`src/rtl/inst_encoder.sv`:
```
// inst_encoder: streaming RV32I encoder packing fields and immediates into instruction words with IMEM addresses
// INST_ENC_RANGE_CHECK_EN enables misaligned, range and U-low-bit checks; without it only bad formats are flagged
module inst_encoder #(
   parameter logic [31:0] BASE_ADDR = 32'h0000_0000,
   parameter int CNT_W = 16
) (
   input  logic clk,
   input  logic rst,
   input  logic in_valid,
   output logic in_ready,
   input  logic [5:0] in_fmt,
   input  logic [6:0] in_opcode,
   input  logic [4:0] in_rd,
   input  logic [4:0] in_rs1,
   input  logic [4:0] in_rs2,
   input  logic [2:0] in_funct3,
   input  logic [6:0] in_funct7,
   input  logic [31:0] in_imm,
   output logic out_valid,
   input  logic out_ready,
   output logic [31:0] out_inst,
   output logic [31:0] out_addr,
   output logic out_err,
   output logic [2:0] out_err_code,
   output logic err_sticky,
   input  logic clr,
   output logic [CNT_W-1:0] inst_count,
   output logic [CNT_W-1:0] err_count
);
   localparam logic [31:0] NOP = 32'h0000_0013;
   logic f_sh, f_i, f_s, f_b, f_u, f_j;
   logic onehot;
   logic [31:0] r;
   logic [31:0] enc_inst;
   logic [2:0] enc_code;
   logic [31:0] new_inst;
   assign {f_sh, f_i, f_s, f_b, f_u, f_j} = in_fmt;
   assign r = in_imm;
   assign onehot = (in_fmt != '0) && ((in_fmt & (in_fmt - 6'd1)) == '0);
   always_comb
      enc_inst = f_sh ? {in_funct7, r[4:0], in_rs1, in_funct3, in_rd, in_opcode}
               : f_s  ? {r[11:5], in_rs2, in_rs1, in_funct3, r[4:0], in_opcode}
               : f_b  ? {r[12], r[10:5], in_rs2, in_rs1, in_funct3, r[4:1], r[11], in_opcode}
               : f_u  ? {r[31:12], in_rd, in_opcode}
               : f_j  ? {r[20], r[10:1], r[11], r[19:12], in_rd, in_opcode}
               : {r[11:0], in_rs1, in_funct3, in_rd, in_opcode};
`ifdef INST_ENC_RANGE_CHECK_EN
   logic misaligned, out_of_range, u_low;
   // an immediate fits its field when every bit above the field's sign bit repeats it
   assign misaligned = (f_b | f_j) & r[0];
   assign out_of_range = ((f_i | f_s) & (r[31:11] != {21{r[11]}}))
                       | (f_sh & (r[31:5] != '0))
                       | (f_b & (r[31:12] != {20{r[12]}}))
                       | (f_j & (r[31:20] != {12{r[20]}}));
   assign u_low = f_u & (r[11:0] != '0);
   assign enc_code = !onehot ? 3'd1 : misaligned ? 3'd2 : out_of_range ? 3'd3 : u_low ? 3'd4 : 3'd0;
`else
   assign enc_code = onehot ? 3'd0 : 3'd1;
`endif
   assign new_inst = (enc_code != 3'd0) ? NOP : enc_inst;
   logic [31:0] skid_inst;
   logic skid_err;
   logic [2:0] skid_code;
   logic skid_valid;
   logic accept, fire, load;
   assign accept = in_valid & in_ready;
   assign fire = out_valid & out_ready;
   assign load = ~out_valid | out_ready;
   // skid only fills while the main register is stalled, so in_ready mirrors its emptiness
   always_ff @(posedge clk)
      if (rst) begin
         out_valid <= 1'b0;
         out_inst <= '0;
         out_err <= 1'b0;
         out_err_code <= '0;
         skid_valid <= 1'b0;
         skid_inst <= '0;
         skid_err <= 1'b0;
         skid_code <= '0;
         in_ready <= 1'b1;
      end else begin
         if (load) begin
            out_valid <= skid_valid | accept;
            if (skid_valid) begin
               out_inst <= skid_inst;
               out_err <= skid_err;
               out_err_code <= skid_code;
            end else if (accept) begin
               out_inst <= new_inst;
               out_err <= enc_code != 3'd0;
               out_err_code <= enc_code;
            end
         end else if (accept) begin
            skid_inst <= new_inst;
            skid_err <= enc_code != 3'd0;
            skid_code <= enc_code;
         end
         skid_valid <= load ? 1'b0 : (skid_valid | accept);
         in_ready <= load | ~(skid_valid | accept);
      end
   always_ff @(posedge clk)
      if (rst) begin
         out_addr <= BASE_ADDR;
         inst_count <= '0;
         err_count <= '0;
         err_sticky <= 1'b0;
      end else begin
         if (fire) out_addr <= out_addr + 32'd4;
         if (clr) begin
            inst_count <= '0;
            err_count <= '0;
            err_sticky <= 1'b0;
         end else if (fire) begin
            if (inst_count != '1) inst_count <= inst_count + CNT_W'(1);
            if (out_err && err_count != '1) err_count <= err_count + CNT_W'(1);
            if (out_err) err_sticky <= 1'b1;
         end
      end
endmodule

```
`config.mk`:
```
export PLATFORM = sky130hd
export DESIGN_NAME = inst_encoder
export DESIGN_NICKNAME = d
export VERILOG_FILES = /design/src/rtl/inst_encoder.sv
export SDC_FILE = /design/constraint.sdc
export NUM_CORES = 1
export LEC_CHECK = 0
export ABC_CLOCK_PERIOD_IN_PS = 6250
export BUFFER_PORTS_ARGS = -buffer_cell sky130_fd_sc_hd__buf_2
export CAP_MARGIN = 40
export CORE_UTILIZATION = 45
export CTS_CLUSTER_DIAMETER = 100
export DETAILED_ROUTE_END_ITERATION = 16
export GPL_TIMING_DRIVEN = 0
export HOLD_SLACK_MARGIN = 0.1
export MAX_ROUTING_LAYER = met4
export PLACE_DENSITY = 0.72
export SLEW_MARGIN = 5
export SYNTH_ARGS = -nofsm -noshare
export SYNTH_HDL_FRONTEND = slang
export SYNTH_SLANG_ARGS = --single-unit
```
`constraint.sdc`:
```
create_clock -name clk -period 6.25 [get_ports clk]
set_clock_uncertainty 0.1 [all_clocks]
set_input_delay 1.875 -clock clk [delete_from_list [all_inputs] [get_ports clk]]
set_output_delay 1.875 -clock clk [all_outputs]
set_load 0.01 [all_outputs]
```
==> Yosys cells after proc, flatten, opt, wreduce, memory -nomap -nowiden <==
Index checks and enable logic that the tools add are counted.
{ "totals": {"out_inout_bits": 103, "rom_bits": 0, "mem_count": 0, "latchBits": 0, "input_bits": 75, "reg_bits": 140, "ramBits": 0, "elab_cells": 54} }
{ "classes": {"div_mod_pow": 0, "shift": 0, "n_bitwise": 9, "n_reduce_logical": 13, "order_cmp": 0, "n_eq_ne": 2, "n_mul": 0, "n_addsub": 4, "mux": 13} }
{ "ops": {"columns": ["op", "n"], "rows": [
  ["2-to-1 mux 32 bit", 8],
  ["adder 16 x 1 -> 16 bit (second input constant)", 2],
  ["adder 32 x 3 -> 32 bit (second input constant)", 1],
  ["inequality test 16 bit (second input constant)", 2],
  ["AND reduction 2 bit", 5],
  ["bitwise AND 6 bit", 1],
  ["logical NOT 6 bit", 1],
  ["2-to-1 mux 3 bit", 2],
  ["nonzero test 6 bit", 1],
  ["subtractor 6 x 1 -> 6 bit (second input constant)", 1],
  ["OR reduction 2 bit", 2],
  ["2-to-1 mux 1 bit", 3],
  ["inverter 1 bit", 3],
  ["OR 1 bit", 3],
  ["nonzero test 3 bit", 1],
  ["bitwise AND 1 bit", 2],
  ["logical AND 1 bit", 2],
  ["nonzero test 2 bit", 1]
]} }

==> Longest topological paths before layout <==
Gate-level depths: netlist (run 1).
{ "logic_depth": {"depth_word": 9, "ltp_mapped": 8, "depth_no_buf": 6} }

==> Least setup slack after synthesis (run 1) <==
Ideal clock, no wire load.
{ "synth_path": {"path_kind": "input-to-reg", "startpoint": "input in_fmt[0]", "endpoint": "register out_inst[13]", "slack_ps": 2620, "required_ps": 6076, "setup_ps": 74, "n_path_buf": 3, "arrival_ps": 3456, "path_stages": 8, "cell_sequence": "buf_2 > nor4b_4 > a221oi_2 > o311a_1 > buf_6 > or4_4 > buf_6 > o22ai_2"} }
{ "synth_via": {"elab_chain_cells": 9, "elab_cells_between_ends": 15, "cone_classes": "add/sub: 1; mux: 9; bitwise: 1; reduce/logical: 4"} }
{ "synth_lines": {"columns": ["item", "line", "rtl"], "rows": [
  ["from (decl)", "11", "input logic [5:0] in_fmt,"],
  ["subtractor 6 x 1 -> 6 bit", "39", "assign onehot = (in_fmt != '0) && ((in_fmt & (in_fmt - 6'd1)) == '0);"],
  ["bitwise AND 6 bit", "39", null],
  ["logical NOT 6 bit", "39", null],
  ["logical AND 1 bit", "39", null],
  ["2-to-1 mux 1 bit", "58", "assign enc_code = onehot ? 3'd0 : 3'd1;"],
  ["nonzero test 3 bit", "60", "assign new_inst = (enc_code != 3'd0) ? NOP : enc_inst;"],
  ["2-to-1 mux 32 bit *", "60", null],
  ["2-to-1 mux 32 bit *", "88", "end else if (accept) begin"],
  ["2-to-1 mux 32 bit *", "84", "if (skid_valid) begin"],
  ["to (signal assigned)", "85", "out_inst <= skid_inst;"],
  ["to (signal assigned)", "89", "out_inst <= new_inst;"],
  ["to (decl)", "21", "output logic [31:0] out_inst,"]
]} }
Mark *: on every way between the ends. The rest lies on a longest branch, timed or not. The select of a mux whose other input is x is not followed.
A chain may end at the register's enable or synchronous reset.

==> Final worst setup path (run 1) <==
{ "layout_path": {"startpoint": "input in_fmt[2]", "endpoint": "register skid_inst[12]"} }
{ "layout_via": {"elab_chain_cells": 7, "elab_cells_between_ends": 11, "cone_classes": "add/sub: 1; mux: 5; bitwise: 1; reduce/logical: 4"} }
{ "layout_lines": {"columns": ["item", "line", "rtl"], "rows": [
  ["subtractor 6 x 1 -> 6 bit", "39", null],
  ["bitwise AND 6 bit", "39", null],
  ["logical NOT 6 bit", "39", null],
  ["logical AND 1 bit", "39", null],
  ["2-to-1 mux 1 bit", "58", null],
  ["nonzero test 3 bit", "60", null],
  ["2-to-1 mux 32 bit *", "60", null],
  ["to (signal assigned)", "94", "skid_inst <= new_inst;"],
  ["to (decl)", "61", "logic [31:0] skid_inst;"]
]} }
Mark *: on every way between the ends. The rest lies on a longest branch, timed or not.

==> results.cfg, run 1 <==
[outcome]
status = completed

[clock_tree]
cts_resized = 0
htree_levels = 4
cts.sinks = 132
cts_tree = built
clk_latency_ps = 420
cts_root_buffer = clkbuf_16
cts_setup_buffers = 0
cts_buffer_depth = 2
ctsHoldBuffers = 0
cts_inserted_buffers = 17
clkTransAtPathRegs_ps = 60

[power_and_ir_drop]
combPwrFrac_pct = 8.6
power_density_nw_per_um2 = 254
p_switching_uw = 487
seqPwrFrac_pct = 43.2
p_leak_nw = 3.25
clkPwrFrac_pct = 48.2
irDropWorstVdd_mv = 0.197
switching_share_pct = 24.3
p_int_mw = 1.52

[detailed_routing]
wire_per_inst_um = 14.9
dr.pass1.iters = 5
wl_mm = 16.5
remaining_drc_errors = 0
vias = 6005
viasPerCell = 5.41
drt_iter0_drc = 391
ant_nets = 0

[yosys]
yosys_warnings = 0
syn_inst = 730
synthArstFlopShare_pct = 0
synth-adder-area-share_pct = 0.601
synth.distinct_cells = 63
synth_compound_area_share_pct = 17.2
synthMuxAreaShare_pct = 3.54
synth_top_family_by_area = simple AND/OR/NAND/NOR gates
synth-simple-area-share_pct = 25.2
syn_area_um2 = 6250
yosysSeqAreaShare_pct = 42.3
synth.avg_cell_area_um2 = 8.56
synth_edf_count = 0
synth-xor-area-share_pct = 6.45
synth_seq_cells = 132
synth_ff_type = dfxtp_1

[sta]
final-setup-viol-count = 0
holdWs_ps = 346
min_period_ps = 3600
rsz0062_at_grt = false
setup_tns_ps = 0
tightest_slew_ps = 701
drv_slew = 0
period_share_pct = 57.6
maxSlewHeadroom_pct = 53.3
fmaxAchievable_mhz = 278
hold_viol = 0

[worst_setup_path]
crit_arrival_ps = 3790
cp_max_fo = 10
end_kind = register
crit_type = in2reg
required_ps = 6440
worstSetupStartpointType = primary input

[global_route]
grt.overflow.total = 0
grt_pass1_wl_mm = 26.7
grt_usage_pct = 24.2
grt_pass1_vias = 5436
antenna_found_initial = 0
grt_max_degree = 17

[finish]
final_cell_mix = buf_2 (173), dfxtp_1 (132), nor2_1 (97)
fillerInstances = 1251
ff_latch_area_um2 = 2640
final_common_cell = buf_2
fin_nets = 999
area_delta_synth_final_pct = 26.5
diodes = 0
drive_gt1_share_pct = 24.7
multi_input_area_um2 = 3330

[job]
cap_violations = 0

[placed_design]
post-dp-hpwl_mm = 12.0
io_buffers = 169
gp_congestion = 0.882

[die]
start_util_pct = 46.6
die_area_um2 = 14400
die_w_um = 120
core_area_um2 = 13400
pin_count = 178
rows = 42
die_y_um = 120

[min_path]
hp-class = reg2reg
-- routing by layer --
layer	part of all wire [%]	track usage, %	up-vias
met5	0	-	-
met1	45	30.3	2786
met2	48	38.9	192
met3	5.6	5.09	19
met4	1.2	7.81	0
li1	-	-	3008
-- power groups by stage --
stage	Combinational, mW	Clock, mW	Sequential [mW]
6_report	0.172	0.967	0.866
5_1_grt	0.190	1.02	0.868
4_1_cts	0.173	0.979	0.866
3_5_place_dp	0.172	0	0.884
3_3_place_gp	0.170	0	0.885
2_1_floorplan	0.0971	0	0.888
-- layout make-up --
| type | instances | area share, % |
|---|---|---|
| clock inverter | 13 | 1.69 |
| buffer | 56 | 3.25 |
| inverter | 9 | 0.428 |
| timing repair buffer | 169 | 10.7 |
| multi-input combinational | 536 | 42.1 |
| tap | 176 | 2.79 |
| clock buffer | 19 | 5.61 |
| sequential | 132 | 33.4 |
-- synth_stat cells (4+ instances only) --
master	instances	area, um^2
dfxtp_1	132	2640
nor2_1	97	364
nand2_1	52	195
a21oi_1	43	215
clkbuf_1	41	154
o21ai_0	34	170
xor2_1	30	263
nand3_1	28	140
nor3_1	23	115
mux2i_1	21	210
and3_1	20	125
xnor2_1	16	140
nand4_1	15	93.8
nor4_1	12	75.1
and4_1	11	96.3
a22o_1	9	78.8
inv_1	9	33.8
nand3b_1	9	67.6
o22ai_2	9	113
o2bb2ai_1	9	78.8
a22oi_1	8	60.1
and2_1	8	50.1
o211ai_1	7	52.6
or3_1	6	37.5
a211oi_1	5	37.5
buf_4	5	37.5
a221oi_1	4	35.0
a31oi_1	4	25.0
buf_2	4	20.0
nor2b_1	4	25.0
-- path summary, 6_finish.rpt --
kind | start | to | slack (ps) | cells past startpoint
worst max-delay path | in_fmt[2] | skid_inst[12] | 2650 | 7
worst min-delay path | skid_inst[15] | skid_inst[15] | 350 | 2
worst max register to register | out_valid | skid_inst[24] | 3900 | 6
worst min register to register | skid_inst[15] | skid_inst[15] | 350 | 2
-- metrics by stage --
stage | utilization, % | cell area [um^2] | power (mW) | std cells | setup slack [ps]
after floorplan | - | 6260 | 0.985 | 733 | 2620
after detailed placement | 54.7 | 7320 | 1.06 | 1078 | 2230
after global placement | 54.7 | 7320 | 1.05 | 1078 | 2240
final | 59.0 | 7900 | 2.01 | 1110 | 2650
after CTS | 59.0 | 7900 | 2.02 | 1110 | 2670
after global routing | 59.0 | 7900 | 2.08 | 1110 | 2490
-- worst max-delay path, cell delays in order --
cell and delay, ps:
buf_2 110, clkbuf_1 220, or2_1 280, clkbuf_1 210, nor3_4 550, mux2i_1 410
o21ai_0 140
-- cells by family (layout without fill, tap and decap cells) --
kind of cell | count (synthesis) | count (layout)
AOI/OAI and AO/OA | 156 | 156
xor gates and xnor gates | 46 | 46
adders and majority gates | 3 | 3
buffers and inverters | 65 | 266
DFF | 132 | 132
muxes | 22 | 22
other | 1 | 4
and+or+nand+nor | 305 | 305
-- flip-flops by register name (all words and copies together), names as in the netlist --
signal / count
err_sticky: 1
skid_valid: 1
in_ready: 1
err_count: 16
inst_count: 16
skid_inst: 32
out_addr: 30
out_valid: 1
out_err_code: 1
skid_code: 1
out_inst: 32
Note: power is estimated with default switching activity, not from simulation.
==> inputs of run 2 (changes only) <==
Settings changed: ABC_AREA set to 1, ABC_CLOCK_PERIOD_IN_PS 6250 to 3130, PLACE_DENSITY 0.72 to 0.73.
Clock period 6.25 ns to 3.13 ns, I/O delays scaled along.
==> results.cfg, run 2 <==
[outcome]
status = completed

[clock_tree]
ctsHoldBuffers = 0
clkTransAtPathRegs_ps = 60
cts_resized = 0
cts.sinks = 132
cts_tree = built
htree_levels = 4
cts_setup_buffers = 0
cts_buffer_depth = 2
clk_latency_ps = 420
cts_root_buffer = clkbuf_16
cts_inserted_buffers = 17

[finish]
final_cell_mix = nand2_1 (284), buf_2 (178), a21oi_1 (141)
final_common_cell = nand2_1
fillerInstances = 1550
fin_nets = 1371
area_delta_synth_final_pct = 24.5
diodes = 0
largest_registers = out_inst: 32 flops, skid_inst: 32 flops, out_addr: 30 flops
drive_gt1_share_pct = 18.5

[detailed_routing]
viasPerCell = 5.15
wire_per_inst_um = 13.5
remaining_drc_errors = 0
vias = 7817
drt_iter0_drc = 567
wl_mm = 20.5
ant_nets = 0
dr.pass1.iters = 5

[sta]
tightest_slew_ps = 709
rsz0062_at_grt = false
maxSlewHeadroom_pct = 52.4
period_share_pct = 77.1
hold_viol = 0
min_period_ps = 2410
fmaxAchievable_mhz = 414
holdWs_ps = 383
timing.final.ws_setup_ps = 717
drv_slew = 0
setup_tns_ps = 0
final-setup-viol-count = 0

[worst_setup_path]
end_kind = register
r2r_setup_slack_ps = 980
crit_type = in2reg
path_common_cell = clkbuf_1
crit_chain = clkbuf_1, nor2_1, clkinv_1, clkbuf_1, a21oi_1
worstPathBufferInverterCount = 3
cp_slowest_cell = nor2_1
crit_arrival_ps = 2660
reg2reg_from = err_count[0]
cpPeakStageDelay_ps = 510
required_ps = 3380
cp_max_fo = 10
crit_start = rst
worstReg2RegEnd = err_count[11]
worstSetupStartpointType = primary input
ff2ff_path_depth = 9
critical-path-top-delay-family = buffers and inverters

[global_route]
grt_pass1_wl_mm = 33.6
grt.overflow.total = 0
antenna_found_initial = 0
grt_usage_pct = 26.6
grt_max_degree = 17
grt_pass1_vias = 6876

[yosys]
synth_ff_type = dfxtp_1
synthMuxAreaShare_pct = 0
synth-adder-area-share_pct = 0.526
synth_common_cells = nand2_1 (284), a21oi_1 (141), dfxtp_1 (132), nor2_1 (114), inv_1 (101)
synth_top_family_by_area = simple AND/OR/NAND/NOR gates
synth.area.top_cells = dfxtp_1 (37%), nand2_1 (15%), a21oi_1 (9.9%), o21ai_0 (6.5%), nand3_1 (6.4%)
synth-xor-area-share_pct = 2.58
synth_top_area_share_pct = 37.0
synth_compound_area_share_pct = 17.5
synth.avg_cell_area_um2 = 6.47
synth.distinct_cells = 36
syn_inst = 1102
synth_edf_count = 0
syn_area_um2 = 7130
synth-simple-area-share_pct = 32.3
yosys.cell_count.top_type = nand2_1
synthArstFlopShare_pct = 0
yosysSeqAreaShare_pct = 37.0
yosys_warnings = 0
yosys.area.top_type = dfxtp_1
synth_seq_cells = 132

[power_and_ir_drop]
fin_total_pwr_mw = 4.33
power_density_nw_per_um2 = 487
irDropWorstVdd_mv = 0.400
p_leak_nw = 3.85

[die]
rows = 45
start_util_pct = 46.6
core_area_um2 = 15300
die_w_um = 128
die_y_um = 128
pin_count = 178
die_area_um2 = 16400

[placed_design]
post-dp-hpwl_mm = 15.0
gp_congestion = 0.927
place_ws_ps = 310
io_buffers = 169

[min_path]
hp-class = reg2reg
min_path_cells = 1
hp-start = err_sticky
whs_endpoint = err_sticky

[job]
cap_violations = 0
-- run 2: cell types whose count changed in the layout (fill, tap and decap cells not counted), moves of 16 or more --
cell	before	now
mux2i_1	21	0
nor2_1	97	114
and3_1	20	1
nand3_1	28	91
a21oi_1	43	141
xor2_1	30	14
nand2_1	52	284
inv_1	9	101
o21ai_0	34	93
-- run 2: routing by layer --
metal  wire length [um]  global-route usage (%)  share of wire, %  vias up
li1                   -                       -                 -     3979
met1               9310                    34.8                46     3508
met2               9440                    41.2                46      299
met3               1330                    4.97               6.5       31
met4                380                    8.72               1.9        0
met5                  0                       -                 0        -
-- run 2: kinds of logic after synthesis --
group	Yosys count
AOI/OAI and AO/OA	246
xor gates and xnor gates	21
adders and majority gates	3
buffers and inverters	160
DFF	132
other	1
and+or+nand+nor	539
-- run 2: power by group --
group | switching, mW | total [mW] | internal [mW]
sequential | 0.0320 | 1.77 | 1.74
combinational | 0.274 | 0.429 | 0.155
clock | 0.780 | 2.13 | 1.35
total | 1.09 | 4.33 | 3.24
-- run 2: how the worst max path moves through the flow --
stage                    end  slack [ps]  depth (start not counted)
6_report       err_count[11]         720                          5
5_1_grt        inst_count[5]         470                          5
4_1_cts        err_count[11]         700                          5
3_5_place_dp   err_count[10]         310                          5
3_3_place_gp   err_count[10]         280                          5
2_1_floorplan    out_inst[7]         920                          9
-- run 2: through the flow --
step / utilization [%] / instance area (um^2) / cells
floorplan: - / 7150 / 1105
global placement: 53.9 / 8260 / 1485
detailed placement: 53.9 / 8260 / 1485
CTS: 58.0 / 8880 / 1517
global route: 58.0 / 8880 / 1517
finish: 58.0 / 8880 / 1517
-- run 2: cell type report --
type | instances | area, um^2 | share of cell area, %
multi-input combinational | 813 | 3790 | 42.7
tap | 211 | 264 | 2.97
clock buffer | 19 | 443 | 4.99
buffer | 55 | 315 | 3.55
clock inverter | 13 | 183 | 2.06
sequential | 132 | 2640 | 29.8
inverter | 105 | 394 | 4.44
timing repair buffer | 169 | 846 | 9.52
==> inputs of run 3 (changes only) <==
Settings changed: ABC_CLOCK_PERIOD_IN_PS 3130 to 2220.
Clock period 3.13 ns to 2.22 ns, I/O delays scaled along.
==> results.cfg, run 3 (same netlist as run 2, synthesis figures left out) <==
[outcome]
status = completed

[die]
start_util_pct = 46.6
die_w_um = 128
core_area_um2 = 15300
die_area_um2 = 16400
die_y_um = 128
rows = 45
pin_count = 178

[clock_tree]
cts_buffer_depth = 2
cts_tree = built
clk_latency_ps = 420
htree_levels = 4
cts_inserted_buffers = 17
clkTransAtPathRegs_ps = 60
cts_root_buffer = clkbuf_16
ctsHoldBuffers = 0
cts.sinks = 132

[power_and_ir_drop]
p_leak_nw = 3.85
irDropWorstVdd_mv = 0.557
p_switching_mw = 1.52
combPwrFrac_pct = 10.0
power_density_nw_per_um2 = 685
clkPwrFrac_pct = 49.1
p_int_mw = 4.57
seqPwrFrac_pct = 40.9
switching_share_pct = 25.0

[worst_setup_path]
crit_type = in2reg
worstSetupStartpointType = primary input
critical-path-top-delay-family = buffers and inverters
cpPeakStageDelay_ps = 490
path_common_cell = clkbuf_1
worstPathBufferInverterCount = 4
end_kind = register
crit_chain = clkbuf_1, clkinv_1, clkbuf_1, o211ai_1, inv_1
required_ps = 2430
cp_max_fo = 10
cp_slowest_cell = clkbuf_1
crit_arrival_ps = 2250

[sta]
maxSlewHeadroom_pct = 51.8
hold_viol = 0
drv_slew = 0
holdWs_ps = 391
setup_tns_ps = 0
fmaxAchievable_mhz = 490
final-setup-viol-count = 0
min_period_ps = 2040
tightest_slew_ps = 718
period_share_pct = 92.0
rsz0062_at_grt = false

[finish]
final_cell_mix = nand2_1 (284), buf_2 (178), a21oi_1 (141)
multi_input_area_um2 = 3800
area_delta_synth_final_pct = 24.7
fillerInstances = 1548
ff_latch_area_um2 = 2640
final_common_cell = nand2_1
fin_nets = 1371
diodes = 0
drive_gt1_share_pct = 18.9
largest_registers = out_inst: 32 flops, skid_inst: 32 flops, out_addr: 30 flops

[placed_design]
io_buffers = 169
gp_congestion = 0.927
post-dp-hpwl_mm = 15.0

[detailed_routing]
drt_iter0_drc = 512
viasPerCell = 5.16
dr.pass1.iters = 8
ant_nets = 0
wl_mm = 20.5
vias = 7824
remaining_drc_errors = 0
wire_per_inst_um = 13.5

[global_route]
grt_usage_pct = 26.6
grt_pass1_wl_mm = 33.6
grt_max_degree = 17
antenna_found_initial = 0
grt_pass1_vias = 6866
grt.overflow.total = 0

[job]
cap_violations = 0

[min_path]
hp-class = reg2reg
-- run 3: final cells by class --
type                            count  area share (%)
Multi-Input combinational cell    813            42.7
Sequential cell                   132            29.7
Timing Repair Buffer              169            9.51
Clock buffer                       19            4.98
Inverter                          105            4.47
Buffer                             55            3.57
Tap cell                          211            2.97
Clock inverter                     13            2.05
-- run 3: final timing paths --
path	startpoint	end	slack [ps]	cells after the start
hold reg to reg	err_sticky	err_sticky	390	1
hold / removal	err_sticky	err_sticky	390	1
setup reg to reg	err_count[1]	err_count[11]	190	9
setup / recovery	rst	skid_code[0]	180	5
-- run 3: what timing repair did --
item                       4_1_cts  5_1_grt
resized for setup                0        8
setup endpoints to repair        0       37
setup buffers                    0        0
-- run 3: worst register-to-register path: cells and delay by family, from the launching register on --
family / cells / cell delay (ps)
and+or+nand+nor: 6 / 840
adders and majority gates: 1 / 250
AOI/OAI and AO/OA: 1 / 60
buffers and inverters: 1 / 240
DFF: 1 / 400
-- run 3: power by group through the flow --
stage / Sequential (mW) / Combinational, mW / Clock, mW
after global placement: 2.54 / 0.597 / 0
after global routing: 2.50 / 0.681 / 3.13
after CTS: 2.49 / 0.604 / 3.02
final: 2.49 / 0.607 / 2.99
after floorplan: 2.56 / 0.343 / 0
after detailed placement: 2.54 / 0.601 / 0
-- run 3: metrics by stage --
step | total power [mW] | setup slack [ps] | cell area, um^2 | utilization, % | instances
finish | 6.09 | 179 | 8900 | 58.1 | 1517
global route | 6.31 | 11.4 | 8900 | 58.1 | 1517
CTS | 6.12 | 65.9 | 8880 | 58.0 | 1517
detailed placement | 3.14 | -327 | 8260 | 53.9 | 1485
global placement | 3.14 | -354 | 8260 | 53.9 | 1485
floorplan | 2.90 | 282 | 7150 | - | 1105
-- run 3: layer usage --
layer	wire (um)	GRT usage (%)	share of wire (%)
met5	0	-	0
met1	9260	34.8	45
met4	340	8.24	1.7
met2	9510	41.3	46
met3	1400	5.09	6.8
